[src/rtl/io_mmio_ctrl_pkg.sv]
// Shared constants for the MMIO controller: window offsets, STATUS layout
// and the default display hold time.
package io_mmio_ctrl_pkg;

    // Byte offsets from BASE
    localparam int OFF_IN     = 'h00;  // IN[i] at OFF_IN + 4*i
    localparam int OFF_TEST   = 'h10;
    localparam int OFF_STATUS = 'h14;
    localparam int OFF_SEG    = 'h20;
    localparam int OFF_LED    = 'h24;
    localparam int OFF_BLINK  = 'h28;
    localparam int OFF_HOLD   = 'h2C;
    localparam int OFF_FLUSH  = 'h30;

    // STATUS word layout
    localparam int ST_OVF_BIT   = 31;
    localparam int ST_FULL_BIT  = 17;
    localparam int ST_EMPTY_BIT = 16;
    localparam int ST_CNT_W     = 16;

    // One second at 100 MHz
    localparam int unsigned HOLD_RST_DEF = 100000000;

endpackage

[src/rtl/io_mmio_ctrl_disp_fifo.sv]
// Display queue: circular buffer with per-entry hold timer and flush.
// head is registered; it shows the oldest entry while the queue is non-empty.
module io_disp_fifo #(
    parameter  int QDEPTH = 32,
    parameter  int SEG_W  = 24,
    parameter  int HOLD_W = 32,
    localparam int PTR_W  = $clog2(QDEPTH),
    localparam int CNT_W  = $clog2(QDEPTH + 1)
) (
    input  logic              clk,
    input  logic              rst_n,
    input  logic              push,
    input  logic [SEG_W-1:0]  push_data,
    input  logic              flush,
    input  logic [HOLD_W-1:0] hold,
    output logic [SEG_W-1:0]  head,
    output logic [CNT_W-1:0]  count,
    output logic              full,
    output logic              empty,
    output logic              overflow_evt
);

    logic [SEG_W-1:0]  mem [QDEPTH];
    logic [PTR_W-1:0]  rptr, wptr, rptr_n, wptr_n;
    logic [CNT_W-1:0]  cnt_eff, count_n;
    logic [HOLD_W-1:0] timer, timer_n, hold_m1;
    logic [SEG_W-1:0]  head_n;
    logic              pop, accept, full_eff;

    assign full  = (count == CNT_W'(QDEPTH));
    assign empty = (count == '0);

    // Next-state: flush is applied before the push so a same-cycle push survives
    always_comb begin
        cnt_eff      = flush ? '0 : count;
        full_eff     = (cnt_eff == CNT_W'(QDEPTH));
        pop          = !flush && (count != '0) && (timer == '0);
        accept       = push && (!full_eff || pop);
        overflow_evt = push && full_eff && !pop;
        rptr_n       = flush ? wptr : (pop ? rptr + 1'b1 : rptr);
        wptr_n       = accept ? wptr + 1'b1 : wptr;
        count_n      = cnt_eff + CNT_W'(accept) - CNT_W'(pop);
        // A hold of 0 behaves as 1 so every entry is shown at least one cycle
        hold_m1      = (hold == '0) ? '0 : hold - 1'b1;
        timer_n      = timer;
        if (accept && cnt_eff == '0)
            timer_n = hold_m1;
        else if (pop && count_n != '0)
            timer_n = hold_m1;
        else if (count != '0 && timer != '0)
            timer_n = timer - 1'b1;
        // New head may be the word being written this cycle
        head_n = '0;
        if (count_n != '0)
            head_n = (accept && rptr_n == wptr) ? push_data : mem[rptr_n];
    end

    // Pointer, occupancy, timer and head registers
    always_ff @(posedge clk or negedge rst_n) begin
        if (!rst_n) begin
            rptr  <= '0;
            wptr  <= '0;
            count <= '0;
            timer <= '0;
            head  <= '0;
        end else begin
            rptr  <= rptr_n;
            wptr  <= wptr_n;
            count <= count_n;
            timer <= timer_n;
            head  <= head_n;
        end
    end

    // Storage; contents are don't-care while count is 0, so no reset
    always_ff @(posedge clk) begin
        if (accept)
            mem[wptr] <= push_data;
    end

endmodule

[src/rtl/io_mmio_ctrl.sv]
// Memory-mapped I/O controller: latched switch inputs, test switches,
// queued 7-seg display, LED register, blink timer and STATUS.
module io_mmio_ctrl
    import io_mmio_ctrl_pkg::*;
#(
    parameter int              DATA_W   = 32,
    parameter int              IN_W     = 8,
    parameter int              NUM_IN   = 2,
    parameter int              TEST_W   = 3,
    parameter int              SEG_W    = 24,
    parameter int              LED_W    = 24,
    parameter int              QDEPTH   = 32,
    parameter int unsigned     HOLD_RST = HOLD_RST_DEF,
    parameter logic [DATA_W-1:0] BASE   = 32'hFFFF_FC00
) (
    input  logic              clk,
    input  logic              rst_n,
    input  logic              io_read,
    input  logic              io_write,
    input  logic [DATA_W-1:0] alu_result,
    input  logic [DATA_W-1:0] read_data_2,
    input  logic [DATA_W-1:0] mem_read_data,
    input  logic [IN_W-1:0]   io_input,
    input  logic [NUM_IN-1:0] enter,
    input  logic [TEST_W-1:0] test_input,
    output logic [DATA_W-1:0] memorio_result,
    output logic [SEG_W-1:0]  seg_out,
    output logic [LED_W-1:0]  led_out,
    output logic              blink_out
);

    localparam int CNT_W = $clog2(QDEPTH + 1);

    logic [NUM_IN-1:0][IN_W-1:0] in_reg;
    logic [DATA_W-1:0] hold_reg, blink_cnt, blink_cnt_n, status_word;
    logic [CNT_W-1:0]  fifo_count;
    logic              fifo_full, fifo_empty, ovf_evt, overflow;
    logic hit_test, hit_status, hit_seg, hit_led, hit_blink, hit_hold, hit_flush;

    assign hit_test   = (alu_result == BASE + DATA_W'(OFF_TEST));
    assign hit_status = (alu_result == BASE + DATA_W'(OFF_STATUS));
    assign hit_seg    = (alu_result == BASE + DATA_W'(OFF_SEG));
    assign hit_led    = (alu_result == BASE + DATA_W'(OFF_LED));
    assign hit_blink  = (alu_result == BASE + DATA_W'(OFF_BLINK));
    assign hit_hold   = (alu_result == BASE + DATA_W'(OFF_HOLD));
    assign hit_flush  = (alu_result == BASE + DATA_W'(OFF_FLUSH));

    // Per-channel button sync (2 flops) + rising-edge capture of io_input
    for (genvar g = 0; g < NUM_IN; g++) begin : g_in
        logic [2:0]      enter_pipe;  // [1:0] synchronizer, [2] previous level
        logic [IN_W-1:0] cap_q;
        always_ff @(posedge clk or negedge rst_n) begin
            if (!rst_n) begin
                enter_pipe <= '0;
                cap_q      <= '0;
            end else begin
                enter_pipe <= {enter_pipe[1:0], enter[g]};
                if (enter_pipe[1] && !enter_pipe[2])
                    cap_q <= io_input;
            end
        end
        assign in_reg[g] = cap_q;
    end

    // STATUS word assembly
    always_comb begin
        status_word                 = '0;
        status_word[ST_CNT_W-1:0]   = ST_CNT_W'(fifo_count);
        status_word[ST_EMPTY_BIT]   = fifo_empty;
        status_word[ST_FULL_BIT]    = fifo_full;
        status_word[ST_OVF_BIT]     = overflow;
    end

    // Combinational read mux; unmapped or non-I/O reads pass memory data
    always_comb begin
        memorio_result = mem_read_data;
        if (io_read) begin
            for (int i = 0; i < NUM_IN; i++)
                if (alu_result == BASE + DATA_W'(OFF_IN + 4 * i))
                    memorio_result = DATA_W'(in_reg[i]);
            if (hit_test)   memorio_result = DATA_W'(test_input);
            if (hit_status) memorio_result = status_word;
            if (hit_hold)   memorio_result = hold_reg;
        end
    end

    // Blink counter: a write overrides the running decrement
    always_comb begin
        blink_cnt_n = blink_cnt;
        if (io_write && hit_blink)
            blink_cnt_n = read_data_2;
        else if (blink_cnt != '0)
            blink_cnt_n = blink_cnt - 1'b1;
    end

    // Control registers and sticky overflow
    always_ff @(posedge clk or negedge rst_n) begin
        if (!rst_n) begin
            hold_reg  <= DATA_W'(HOLD_RST);
            led_out   <= '0;
            blink_cnt <= '0;
            blink_out <= 1'b0;
            overflow  <= 1'b0;
        end else begin
            if (io_write && hit_hold) hold_reg <= read_data_2;
            if (io_write && hit_led)  led_out  <= read_data_2[LED_W-1:0];
            blink_cnt <= blink_cnt_n;
            blink_out <= (blink_cnt_n != '0);
            if (io_write && hit_status) overflow <= 1'b0;
            else if (ovf_evt)           overflow <= 1'b1;
        end
    end

    io_disp_fifo #(
        .QDEPTH (QDEPTH),
        .SEG_W  (SEG_W),
        .HOLD_W (DATA_W)
    ) u_disp_fifo (
        .clk          (clk),
        .rst_n        (rst_n),
        .push         (io_write && hit_seg),
        .push_data    (read_data_2[SEG_W-1:0]),
        .flush        (io_write && hit_flush),
        .hold         (hold_reg),
        .head         (seg_out),
        .count        (fifo_count),
        .full         (fifo_full),
        .empty        (fifo_empty),
        .overflow_evt (ovf_evt)
    );

endmodule

[config.mk]
export PLATFORM = sky130hd
export DESIGN_NAME = io_mmio_ctrl
export DESIGN_NICKNAME = d
export VERILOG_FILES = /design/src/rtl/io_mmio_ctrl_pkg.sv /design/src/rtl/io_mmio_ctrl_disp_fifo.sv /design/src/rtl/io_mmio_ctrl.sv
export SDC_FILE = /design/constraint.sdc
export NUM_CORES = 1
export LEC_CHECK = 0
export BUFFER_PORTS_ARGS = -buffer_cell sky130_fd_sc_hd__buf_4
export CAP_MARGIN = 0
export CORE_MARGIN = 5
export CORE_UTILIZATION = 25
export CTS_BUF_LIST = sky130_fd_sc_hd__clkbuf_2 sky130_fd_sc_hd__clkbuf_4 sky130_fd_sc_hd__clkbuf_8
export CTS_CLUSTER_DIAMETER = 30
export DETAILED_ROUTE_END_ITERATION = 8
export SLEW_MARGIN = 25
export SYNTH_ARGS = -nofsm -noshare
export SYNTH_HDL_FRONTEND = slang
export SYNTH_SLANG_ARGS = --single-unit
[constraint.sdc]
create_clock -name clk -period 7.48 [get_ports clk]
set_input_delay 0 -clock clk [delete_from_list [all_inputs] [get_ports clk]]
set_output_delay 0 -clock clk [all_outputs]
set_load 0.02 [all_outputs]
* Word level (Yosys, flattened, before mapping)
Memories as Yosys holds them, arrays and structs flattened.
Index checks and enable logic that the tools add are counted.
** Storage, ports and cells
- Word-level logic and storage cells :: 89
- Bits in latches :: 0
- Output and inout bits :: 81
- Bits in read-only memories :: 0
- RAM bits :: 768
- Bits in registers :: 184
- Memories :: 1
** Memory list
- u_disp_fifo.mem :: words 32, bits a word 24, read ports 1, clocked after memory_dff 0, wr ports 1, RTL line io_mmio_ctrl_disp_fifo.sv:23 : logic [SEG_W-1:0] mem [QDEPTH];
** Operators by class
- Mux-type cells :: 21
- Multipliers :: 0
- Div/mod/pow operators :: 0
- Bitwise operators :: 0
- Shifts and indexed selects :: 0
- $add $sub $neg :: 7
- Reductions and logical operators :: 34
- Equality and inequality tests :: 12
- Order comparisons :: 0
** Operator list (number)
- 32-bit 2-to-1 mux :: 12
- 32-bit == test, second input constant :: 9
- 32-bit nonzero test :: 3
- 32-bit by 1-bit subtractor with 32-bit output, second input constant :: 3
- 32-bit zero test :: 2
- 24-bit 2-to-1 mux :: 2
- 1-bit logical AND :: 17
- 6-bit == test, second input constant :: 2
- 6-bit zero test :: 2
- 6-bit nonzero test :: 2
- 5-bit by 1-bit adder with 5-bit output, second input constant :: 2
- 5-bit 2-to-1 mux :: 2
- 6-bit by 1-bit adder with 6-bit output :: 1
- 6-bit 2-to-1 mux :: 1
- 6-bit by 1-bit subtractor with 6-bit output :: 1
- 5-bit == test :: 1
- 1-bit zero test :: 5
- 1-bit 2-to-1 mux :: 4
- 3-bit nonzero test :: 1
- 2-bit nonzero test :: 1
- 1-bit logical OR :: 1

* Longest topological paths before layout
Gate-level depths: netlist of the first run.
- Depth after elaboration :: 13
- Depth in mapped cells :: 27
- Depth with buffers taken out :: 22

* By module
A second synthesis of the first run with hierarchy kept.
** Second synthesis, totals
- Cells, all modules :: 2938
- Area, all modules :: 40734.1 um2
** Modules (own cells, without submodules)
- io_disp_fifo :: area each 34775.9 um2, cells an instance 2382, instances 1
- io_mmio_ctrl :: area each 5958.2 um2, cells an instance 556, instances 1

* Least setup slack after synthesis of the first run
Ideal clock, no wire load.
- Path kind :: input-to-reg
- Start :: in alu_result[1]
- End :: reg u_disp_fifo.timer[22]
- Stages :: 25
- Data arrival time :: 5238 ps
- Data required time :: 7361 ps
- Slack :: 2123 ps
- Cells stage by stage :: or4b_2 > nor4_2 > nand3_1 > clkbuf_1 > nand2_1 > inv_1 > ha_1 > nand2_1 > inv_1 > a211oi_1 > clkbuf_1 > ha_1 > inv_1 > fa_1 > inv_1 > a21oi_1 > nor2_1 > nor2_1 > xnor2_1 > or4_1 > clkbuf_1 > a32oi_1 > clkbuf_1 > nand2_1 > o21a_1
** Between the ends
- Word-level cells in the longest chain between the ends :: 13
- Elaborated cells on any way between the ends :: 21
- Those cells by class :: 2 x add/sub; 3 x eq/ne; 3 x mux; 13 x reduce/logical
** RTL lines
- start: declaration :: RTL line io_mmio_ctrl.sv:20 : input logic [DATA_W-1:0] alu_result,
- 32-bit == test :: RTL line io_mmio_ctrl.sv:46 : assign hit_flush = (alu_result == BASE + DATA_W'(OFF_FLUSH));
- 1-bit logical AND :: RTL line io_mmio_ctrl.sv:123 : .flush (io_write && hit_flush),
- 6-bit 2-to-1 mux / 1-bit zero test (equally long branches) :: RTL line io_mmio_ctrl_disp_fifo.sv:35, io_mmio_ctrl_disp_fifo.sv:37
- 6-bit == test / 1-bit logical AND (equally long branches) :: RTL line io_mmio_ctrl_disp_fifo.sv:36, io_mmio_ctrl_disp_fifo.sv:37
- 1-bit zero test / 1-bit logical AND (equally long branches) :: RTL line io_mmio_ctrl_disp_fifo.sv:38, io_mmio_ctrl_disp_fifo.sv:37
- 1-bit logical OR :: RTL line io_mmio_ctrl_disp_fifo.sv:38 : accept = push && (!full_eff || pop);
- 1-bit logical AND (*) :: RTL line io_mmio_ctrl_disp_fifo.sv:38
- net u_disp_fifo.accept :: RTL line io_mmio_ctrl_disp_fifo.sv:28 : logic pop, accept, full_eff;
- 6-bit by 1-bit adder with 6-bit output (*) :: RTL line io_mmio_ctrl_disp_fifo.sv:42 : count_n = cnt_eff + CNT_W'(accept) - CNT_W'(pop);
- 6-bit by 1-bit subtractor with 6-bit output (*) :: RTL line io_mmio_ctrl_disp_fifo.sv:42
- net u_disp_fifo.count_n[4] :: RTL line io_mmio_ctrl_disp_fifo.sv:25 : logic [CNT_W-1:0] cnt_eff, count_n;
- 6-bit nonzero test (*) :: RTL line io_mmio_ctrl_disp_fifo.sv:48 : else if (pop && count_n != '0)
- 1-bit logical AND (*) :: RTL line io_mmio_ctrl_disp_fifo.sv:48
- 32-bit 2-to-1 mux :: RTL line io_mmio_ctrl_disp_fifo.sv:48
- 32-bit 2-to-1 mux :: RTL line io_mmio_ctrl_disp_fifo.sv:46 : if (accept && cnt_eff == '0)
- end signal: assignment :: RTL line io_mmio_ctrl_disp_fifo.sv:70 : timer <= timer_n;
- end: declaration :: RTL line io_mmio_ctrl_disp_fifo.sv:26 : logic [HOLD_W-1:0] timer, timer_n, hold_m1;
Mark *: on every way through the listed nets, which the timed path passes. The rest lies on a longest branch.
A chain may end at the register's enable or synchronous reset.

* Worst setup path after layout of the first run
- Start :: reg u_disp_fifo.timer[22]
- End :: reg u_disp_fifo.timer[25]
** Between the ends
- Word-level cells in the longest chain between the ends :: 10
- Elaborated cells on any way between the ends :: 16
- Those cells by class :: 3 x add/sub; 3 x mux; 10 x reduce/logical
** RTL lines
- 32-bit zero test (*) :: RTL line io_mmio_ctrl_disp_fifo.sv:37 : pop = !flush && (count != '0) && (timer == '0);
- 1-bit logical AND (*) :: RTL line io_mmio_ctrl_disp_fifo.sv:37
- 1-bit logical OR :: RTL line io_mmio_ctrl_disp_fifo.sv:38
- 1-bit logical AND :: RTL line io_mmio_ctrl_disp_fifo.sv:38
- 6-bit by 1-bit adder with 6-bit output :: RTL line io_mmio_ctrl_disp_fifo.sv:42
- 6-bit by 1-bit subtractor with 6-bit output (*) :: RTL line io_mmio_ctrl_disp_fifo.sv:42
- net u_disp_fifo.count_n[4] :: RTL line io_mmio_ctrl_disp_fifo.sv:25
- 6-bit nonzero test (*) :: RTL line io_mmio_ctrl_disp_fifo.sv:48
- 1-bit logical AND (*) :: RTL line io_mmio_ctrl_disp_fifo.sv:48
- 32-bit 2-to-1 mux :: RTL line io_mmio_ctrl_disp_fifo.sv:48
- 32-bit 2-to-1 mux :: RTL line io_mmio_ctrl_disp_fifo.sv:46
Mark *: on every way through the listed nets, which the timed path passes. The rest lies on a longest branch. The select of a mux whose other input is x is not followed.

==> impl_metrics.json, run 1 <==
{
  "ir_worst_vdd_v": 0.000145,
  "cp.arrival_ns": 6.73,
  "grt_overflow": 0,
  "htreeDepth": 4,
  "numClockSinks": 952,
  "end_kind": "flop",
  "grt_pass1_wl_mm": 186,
  "grt_pass1_vias": 27400,
  "ff_latch_area_sq_um": 27700,
  "critPathKind": "reg -> reg",
  "final_cell_mix": "edfxtp_1 (768), nand2_1 (719), buf_4 (266), a21oi_1 (210), clkbuf_8 (176)",
  "status": "completed",
  "crit_chain": "nor4_1, nand3_1, nor4_1, buf_4, o21ai_0, a211oi_2, buf_4, ha_1, inv_1, fa_1, inv_1, a21oi_1, nor2_1, nor2_1, xnor2_1, or4_1, buf_4, a32oi_4, buf_4, mux2i_1",
  "drt_wl_total_mm": 129,
  "synth_seq_cells": 952,
  "initial_utilization_pct": 25.2,
  "ys.flop_type": "edfxtp_1",
  "crit_path_frequent_cell": "buf_4",
  "avgRoutedWirePerCell_um": 22.2,
  "worstSkewPairLatency_ns": 0.85,
  "p_per_area_nw_per_um2": 224,
  "nets": 3635,
  "tightest_slew_ns": 1.11,
  "use_met3_pct": 4.94,
  "root_buffer": "clkbuf_8",
  "drt_iter0_drc": 2840,
  "ys_seq_area_share_pct": 68.5,
  "async_flop_share_pct": 19.3,
  "cp.required_ns": 8.22,
  "place.gp.congestion": 0.819,
  "timing.final.crit_share_pct": 80.1,
  "cts_tree": "yes",
  "syn_area_per_cell_sq_um": 12.7,
  "start_kind": "flop",
  "drive_gt1_share_pct": 20.2,
  "hpwl_mm": 77.2,
  "crit_buf_inv": 6,
  "drc": 0,
  "top_usage_layer": "met2",
  "die-area_sq_um": 170000,
  "fill_cells": 16000,
  "cp_top_family": "simple AND/OR/NAND/NOR gates",
  "cts_resized": 0,
  "setup-tns-final_ns": 0,
  "synth-warning-count": 0,
  "use_met2_pct": 22.0,
  "syn-cell-area_sq_um": 40400,
  "setup-violations-final": 0,
  "die_h_um": 412,
  "fin_util_pct": 30.4,
  "grt_usage_pct": 14.8,
  "synth_edf_count": 768,
  "antenna_found_initial": 15,
  "grt_max_degree": 206,
  "firstDrtPassIters": 6,
  "grt_util_met1_pct": 19.9,
  "post-cts-setup-buffer-count": 0,
  "largest_reg_flops": 768,
  "core_region_area_sq_um": 161000,
  "hold_viol_final": 0,
  "port_buffers": 193,
  "cp_max_fo": 31,
  "synthToLayoutAreaGrowth_pct": 20.8,
  "die_w_um": 412,
  "clockBufferDepth": 3,
  "via_count": 27900,
  "slew_viol_final": 0,
  "period_needed_ns": 5.99,
  "cpMaxStageDelayCell": "a32oi_4",
  "io_pins": 194,
  "syn_inst": 3182,
  "fp-row-count": 147,
  "maxCapViolCount": 0,
  "max_freq_mhz": 167,
  "ant_nets": 0,
  "synth_nets": 3315,
  "layout_commonest_cell": "edfxtp_1",
  "synth_cell_type_count": 77,
  "largest_register": "u_disp_fifo.mem",
  "hold_class": "in -> reg",
  "cpPeakStageDelay_ns": 0.78,
  "cts-buffers-inserted": 156,
  "multi_input_comb_area_sq_um": 12000,
  "clk_pin_slew_ns": 0.06,
  "p_leak_nw": 17.9,
  "skew_ns": 0.0385,
  "postCtsHoldBufs": 82,
  "max_slew_margin_pct": 26.3,
  "rsz0062_at_grt": "no",
  "viasPerCell": 4.81
}
final cells by class:
class | instances | area share (%)
Sequential cell | 952 | 56.7
Clock buffer | 218 | 5.60
Inverter | 34 | 0.282
Antenna cell | 7 | 0.0359
Multi-Input combinational cell | 2006 | 24.6
Tap cell | 2160 | 5.54
Timing Repair Buffer | 352 | 5.96
Clock inverter | 68 | 1.24
logic make-up after synthesis:
| logic type | share of synthesized area [%] |
|---|---|
| simple gates | 13.7 |
| compound gates | 9.02 |
| xor+xnor | 2.02 |
| mux | 3.83 |
| flops | 68.5 |
| buf+inv | 2.26 |
| fa+ha+maj | 0.638 |
path summary, 6_finish.rpt:
path / from / end / slack [ns] / cells after the start
worst max-delay path: u_disp_fifo.timer[22]$_DFFE_PN0P_ / u_disp_fifo.timer[25]$_DFFE_PN0P_ / 1.49 / 20
worst min-delay path: read_data_2[29] / blink_cnt[29]$_DFF_PN0_ / 0.09 / 4
worst max register to register: u_disp_fifo.timer[22]$_DFFE_PN0P_ / u_disp_fifo.timer[25]$_DFFE_PN0P_ / 1.49 / 20
worst min register to register: g_in[1].enter_pipe[0]$_DFF_PN0_ / g_in[1].enter_pipe[1]$_DFF_PN0_ / 0.35 / 0
max in group asynchronous: rst_n / u_disp_fifo.head[16]$_DFF_PN0_ / 6.29 / 4
min in group asynchronous: rst_n / hold_reg[26]$_DFFE_PN1P_ / 0.29 / 3
tightest hold or removal path: cells and delay by family:
| family | cells | cell delay, ns |
|---|---|---|
| compound gates | 1 | 0.13 |
| buf+inv | 2 | 0.66 |
| simple gates | 1 | 0.06 |
power by group:
part           internal (W)  total (W)  switching [W]
Sequential          0.00574    0.00575     0.00000720
Combinational      0.000107   0.000304       0.000197
Clock               0.00269    0.00485        0.00216
metrics by stage:
stage | total power [W] | instance area (sq um) | setup slack, ns | hold slack (ns) | std cells
6_report | 0.0109 | 48800 | 1.49 | 0.0874 | 5797
5_1_grt | 0.0113 | 48800 | 1.06 | 0.0981 | 5794
4_1_cts | 0.0110 | 48800 | 1.56 | 0.000333 | 5790
3_5_place_dp | 0.00613 | 44600 | 1.59 | 0.112 | 5422
3_3_place_gp | 0.00612 | 44600 | 1.60 | 0.110 | 5422
2_1_floorplan | 0.00591 | 40400 | 2.12 | -0.296 | 3182
cell usage after synthesis (4+ instances only):
cell type | instances | area, sq um
nor4b_1 | 6 | 52.6
a21oi_1 | 210 | 1050
nand2_1 | 719 | 2700
nand3_1 | 26 | 130
o211ai_1 | 10 | 75.1
a31oi_1 | 51 | 319
buf_2 | 15 | 75.1
nor2b_1 | 6 | 37.5
edfxtp_1 | 768 | 23100
or4_1 | 16 | 120
a22o_1 | 26 | 228
xor2_1 | 40 | 350
a211oi_2 | 19 | 238
buf_1 | 11 | 41.3
a211oi_1 | 33 | 248
o21ai_0 | 65 | 325
xnor2_1 | 48 | 420
nor3_1 | 41 | 205
nor4_2 | 21 | 263
nand2b_1 | 5 | 31.3
o22ai_1 | 25 | 156
or3_1 | 21 | 131
o21a_1 | 4 | 30.0
nand4_1 | 10 | 62.6
or2_2 | 8 | 50.1
dfstp_2 | 12 | 315
a311oi_1 | 46 | 403
nand4b_1 | 5 | 43.8
o31ai_1 | 16 | 120
ha_1 | 19 | 238
nor4_1 | 54 | 338
inv_1 | 31 | 116
nor2_1 | 119 | 447
and3_1 | 117 | 732
clkbuf_1 | 159 | 597
mux2_2 | 78 | 878
mux2i_1 | 67 | 671
dfrtp_1 | 172 | 4300
a22oi_1 | 24 | 180
layer usage:
layer	up-vias	wire length [um]	part of all wire, %
li1	12400	-	-
met1	14000	53700	42
met2	1242	56600	44
met3	189	14100	11
met4	4	4100	3.2
met5	-	18	0.014
Note: power is estimated with default switching activity, not from simulation.
==> run 2: changes to the inputs <==
- ABC_AREA: default -> 1
- clock period: 7.48 -> 5 ns (I/O delays scaled with it)
==> impl_metrics.json, run 2 <==
{
  "grt_pass1_wl_mm": 205,
  "synth-warning-count": 0,
  "cp.required_ns": 5.70,
  "start_kind": "primary input",
  "firstDrtPassIters": 6,
  "nets": 4578,
  "core_region_area_sq_um": 172000,
  "p_per_area_nw_per_um2": 336,
  "syn_area_per_cell_sq_um": 10.3,
  "cts_tree": "yes",
  "cts-buffers-inserted": 174,
  "slew_viol_final": 0,
  "numClockSinks": 952,
  "tightest_slew_ns": 0.996,
  "setup-violations-final": 0,
  "final_cell_mix": "nand3_1 (1226), edfxtp_1 (768), nand2_1 (731), buf_4 (263), inv_1 (227)",
  "clk_pin_slew_ns": 0.06,
  "grt_overflow": 0,
  "power.internal_w": 0.0138,
  "htreeDepth": 4,
  "hold_class": "in -> reg",
  "netlist.area_leader.share_pct": 53.5,
  "fill_cells": 17600,
  "synth.most_common_cell": "nand3_1",
  "async_flop_share_pct": 19.3,
  "critPathKind": "in -> reg",
  "ys.flop_type": "edfxtp_1",
  "cp_max_fo": 23,
  "synth_nets": 4306,
  "via_count": 33500,
  "setup-tns-final_ns": 0,
  "syn_inst": 4173,
  "p_leak_nw": 19.8,
  "grt_usage_pct": 14.7,
  "synth_cell_type_count": 46,
  "end_kind": "flop",
  "switchingPower_w": 0.00371,
  "die_h_um": 425,
  "drive_gt1_share_pct": 14.7,
  "drt_iter0_drc": 4011,
  "ys_seq_area_share_pct": 64.2,
  "synth_edf_count": 768,
  "antenna_found_initial": 10,
  "seqPwrFrac_pct": 49.1,
  "grt_pass1_vias": 31700,
  "synth_top_cells_by_count": "nand3_1 (1227), edfxtp_1 (768), nand2_1 (731)",
  "grt_max_degree": 158,
  "synth_top_cell_by_area": "edfxtp_1",
  "place.gp.congestion": 0.906,
  "period_needed_ns": 4.72,
  "post_dp_cell_area_sq_um": 47300,
  "switching_share_pct": 21.2,
  "io_pins": 194,
  "worstSkewPairLatency_ns": 0.86,
  "largest_register": "u_disp_fifo.mem",
  "rsz0062_at_grt": "no",
  "avgRoutedWirePerCell_um": 20.1,
  "cp.arrival_ns": 5.42,
  "port_buffers": 193,
  "fp-row-count": 152,
  "syn-cell-area_sq_um": 43100,
  "hpwl_mm": 84.7,
  "max_slew_margin_pct": 33.5,
  "drt_wl_total_mm": 138,
  "drc": 0,
  "viasPerCell": 4.86,
  "synth_seq_cells": 952,
  "die-area_sq_um": 181000,
  "skew_ns": 0.0516,
  "largest_reg_flops": 768,
  "initial_utilization_pct": 25.2,
  "ant_nets": 0,
  "timing.final.crit_share_pct": 94.3,
  "root_buffer": "clkbuf_8",
  "ir_worst_vdd_v": 0.000181,
  "hold_viol_final": 0,
  "p_clk_share_pct": 48.4,
  "max_freq_mhz": 212,
  "status": "completed",
  "pwr-share-comb_pct": 2.5,
  "clockBufferDepth": 3,
  "synthToLayoutAreaGrowth_pct": 20.8,
  "die_w_um": 425,
  "layout_commonest_cell": "nand3_1",
  "yosys-top-cells-area": "edfxtp_1 (53%), nand3_1 (14%), dfrtp_1 (10%), nand2_1 (6.4%), nor2_1 (2.1%)",
  "maxCapViolCount": 0,
  "final_area_sq_um": 52100
}
run 2: cell count changes after synthesis, moves of 48 or more:
cell / change
buf_2: +129
nand4_1: +65
and3_1: -117
a21oi_1: -195
nand3_1: +1201
mux2_2: -77
clkbuf_1: -63
nor4_1: -48
o21ai_0: +80
inv_1: +198
nor2_1: +125
mux2i_1: -67
run 2: cell type report:
cell class	count	area, sq um	share of cell area (%)
Antenna cell	7	17.5	0.0336
Clock buffer	225	2880	5.52
Clock inverter	88	1120	2.15
Inverter	240	906	1.74
Multi-Input combinational cell	2718	13500	25.9
Sequential cell	952	27700	53.1
Tap cell	2310	2890	5.54
Timing Repair Buffer	359	3120	5.99
run 2: kinds of logic after synthesis:
kind of cell | after synthesis | synth area share (%)
multiplexers | 1 | 0.0261
flip-flops | 952 | 64.2
AND/OR/NAND/NOR | 2350 | 25.0
XOR/XNOR | 85 | 1.73
AO/OA/AOI/OAI | 262 | 3.54
adder cells (fa/ha/maj) | 20 | 0.597
buffers and inverters | 503 | 4.93
run 2: worst max-delay path, stage by stage:
cell and delay (ns):
dlygate4sd3_1 0.53, buf_4 0.13, nor2_2 0.21, dlygate4sd3_1 0.62
nand4_1 0.13, nor2_1 0.21, nand3_4 0.18, dlygate4sd3_1 0.63
nand2_2 0.09, nand3_1 0.15, nor3_4 0.29, nor3_4 0.08
ha_1 0.24, nand3_1 0.11, nand2_1 0.08, a21oi_1 0.14
nor2_1 0.05, nor2_1 0.11, xor2_1 0.26, nor3_2 0.10
inv_1 0.09, nand2_1 0.05, nand2_1 0.07, buf_4 0.27
clkinvlp_4 0.25, o21ai_0 0.20, o22ai_1 0.10
run 2: metal layers:
metal  wire, um  vias up  share of wire [%]  track usage (%)
met5         13        -             0.0094                0
met4       3740        2                2.7             5.07
met3      12300      205                8.9             2.69
met2      63900     1564                 46             23.2
met1      58400    16400                 42             20.4
li1           -    15400                  -                -
run 2: worst paths after layout:
kind | start | to | slack (ns) | cells after the start
setup / recovery | alu_result[7] | u_disp_fifo.timer[8]$_DFFE_PN0P_ | 0.28 | 27
hold / removal | alu_result[9] | u_disp_fifo.wptr[0]$_DFFE_PN0P_ | 0.13 | 7
setup reg to reg | u_disp_fifo.timer[19]$_DFFE_PN0P_ | u_disp_fifo.timer[31]$_DFFE_PN0P_ | 0.58 | 24
hold reg to reg | g_in[1].enter_pipe[0]$_DFF_PN0_ | g_in[1].enter_pipe[1]$_DFF_PN0_ | 0.34 | 0
max in group asynchronous | rst_n | blink_out$_DFF_PN0_ | 3.91 | 4
min in group asynchronous | rst_n | hold_reg[13]$_DFFE_PN1P_ | 0.31 | 3
run 2: timing repair:
action / CTS / global route
hold endpoints to repair: 1002 / 0
resized for setup: 0 / 3
hold buffers: 79 / 0
setup buffers: 0 / 2
endpoints found under the setup margin: 0 / 26
run 2: power groups by stage:
stage                     Combinational, W  Clock, W  Sequential, W
after floorplan                  0.0000985         0        0.00876
after global placement            0.000382         0        0.00876
after detailed placement          0.000390         0        0.00876
after CTS                         0.000446   0.00864        0.00860
after global routing              0.000480   0.00899        0.00860
final                             0.000444   0.00849        0.00860
run 2: stage by stage:
step	util, %	setup WS, ns	power (W)	instances	hold slack (ns)
after floorplan	-	1.25	0.00886	4173	-0.296
after detailed placement	27.6	0.278	0.00915	6498	0.111
after global routing	30.4	0.0402	0.0181	6899	0.111
after CTS	30.4	0.122	0.0177	6890	0.0276
after global placement	27.5	0.502	0.00914	6497	0.112
final	30.4	0.284	0.0175	6899	0.131
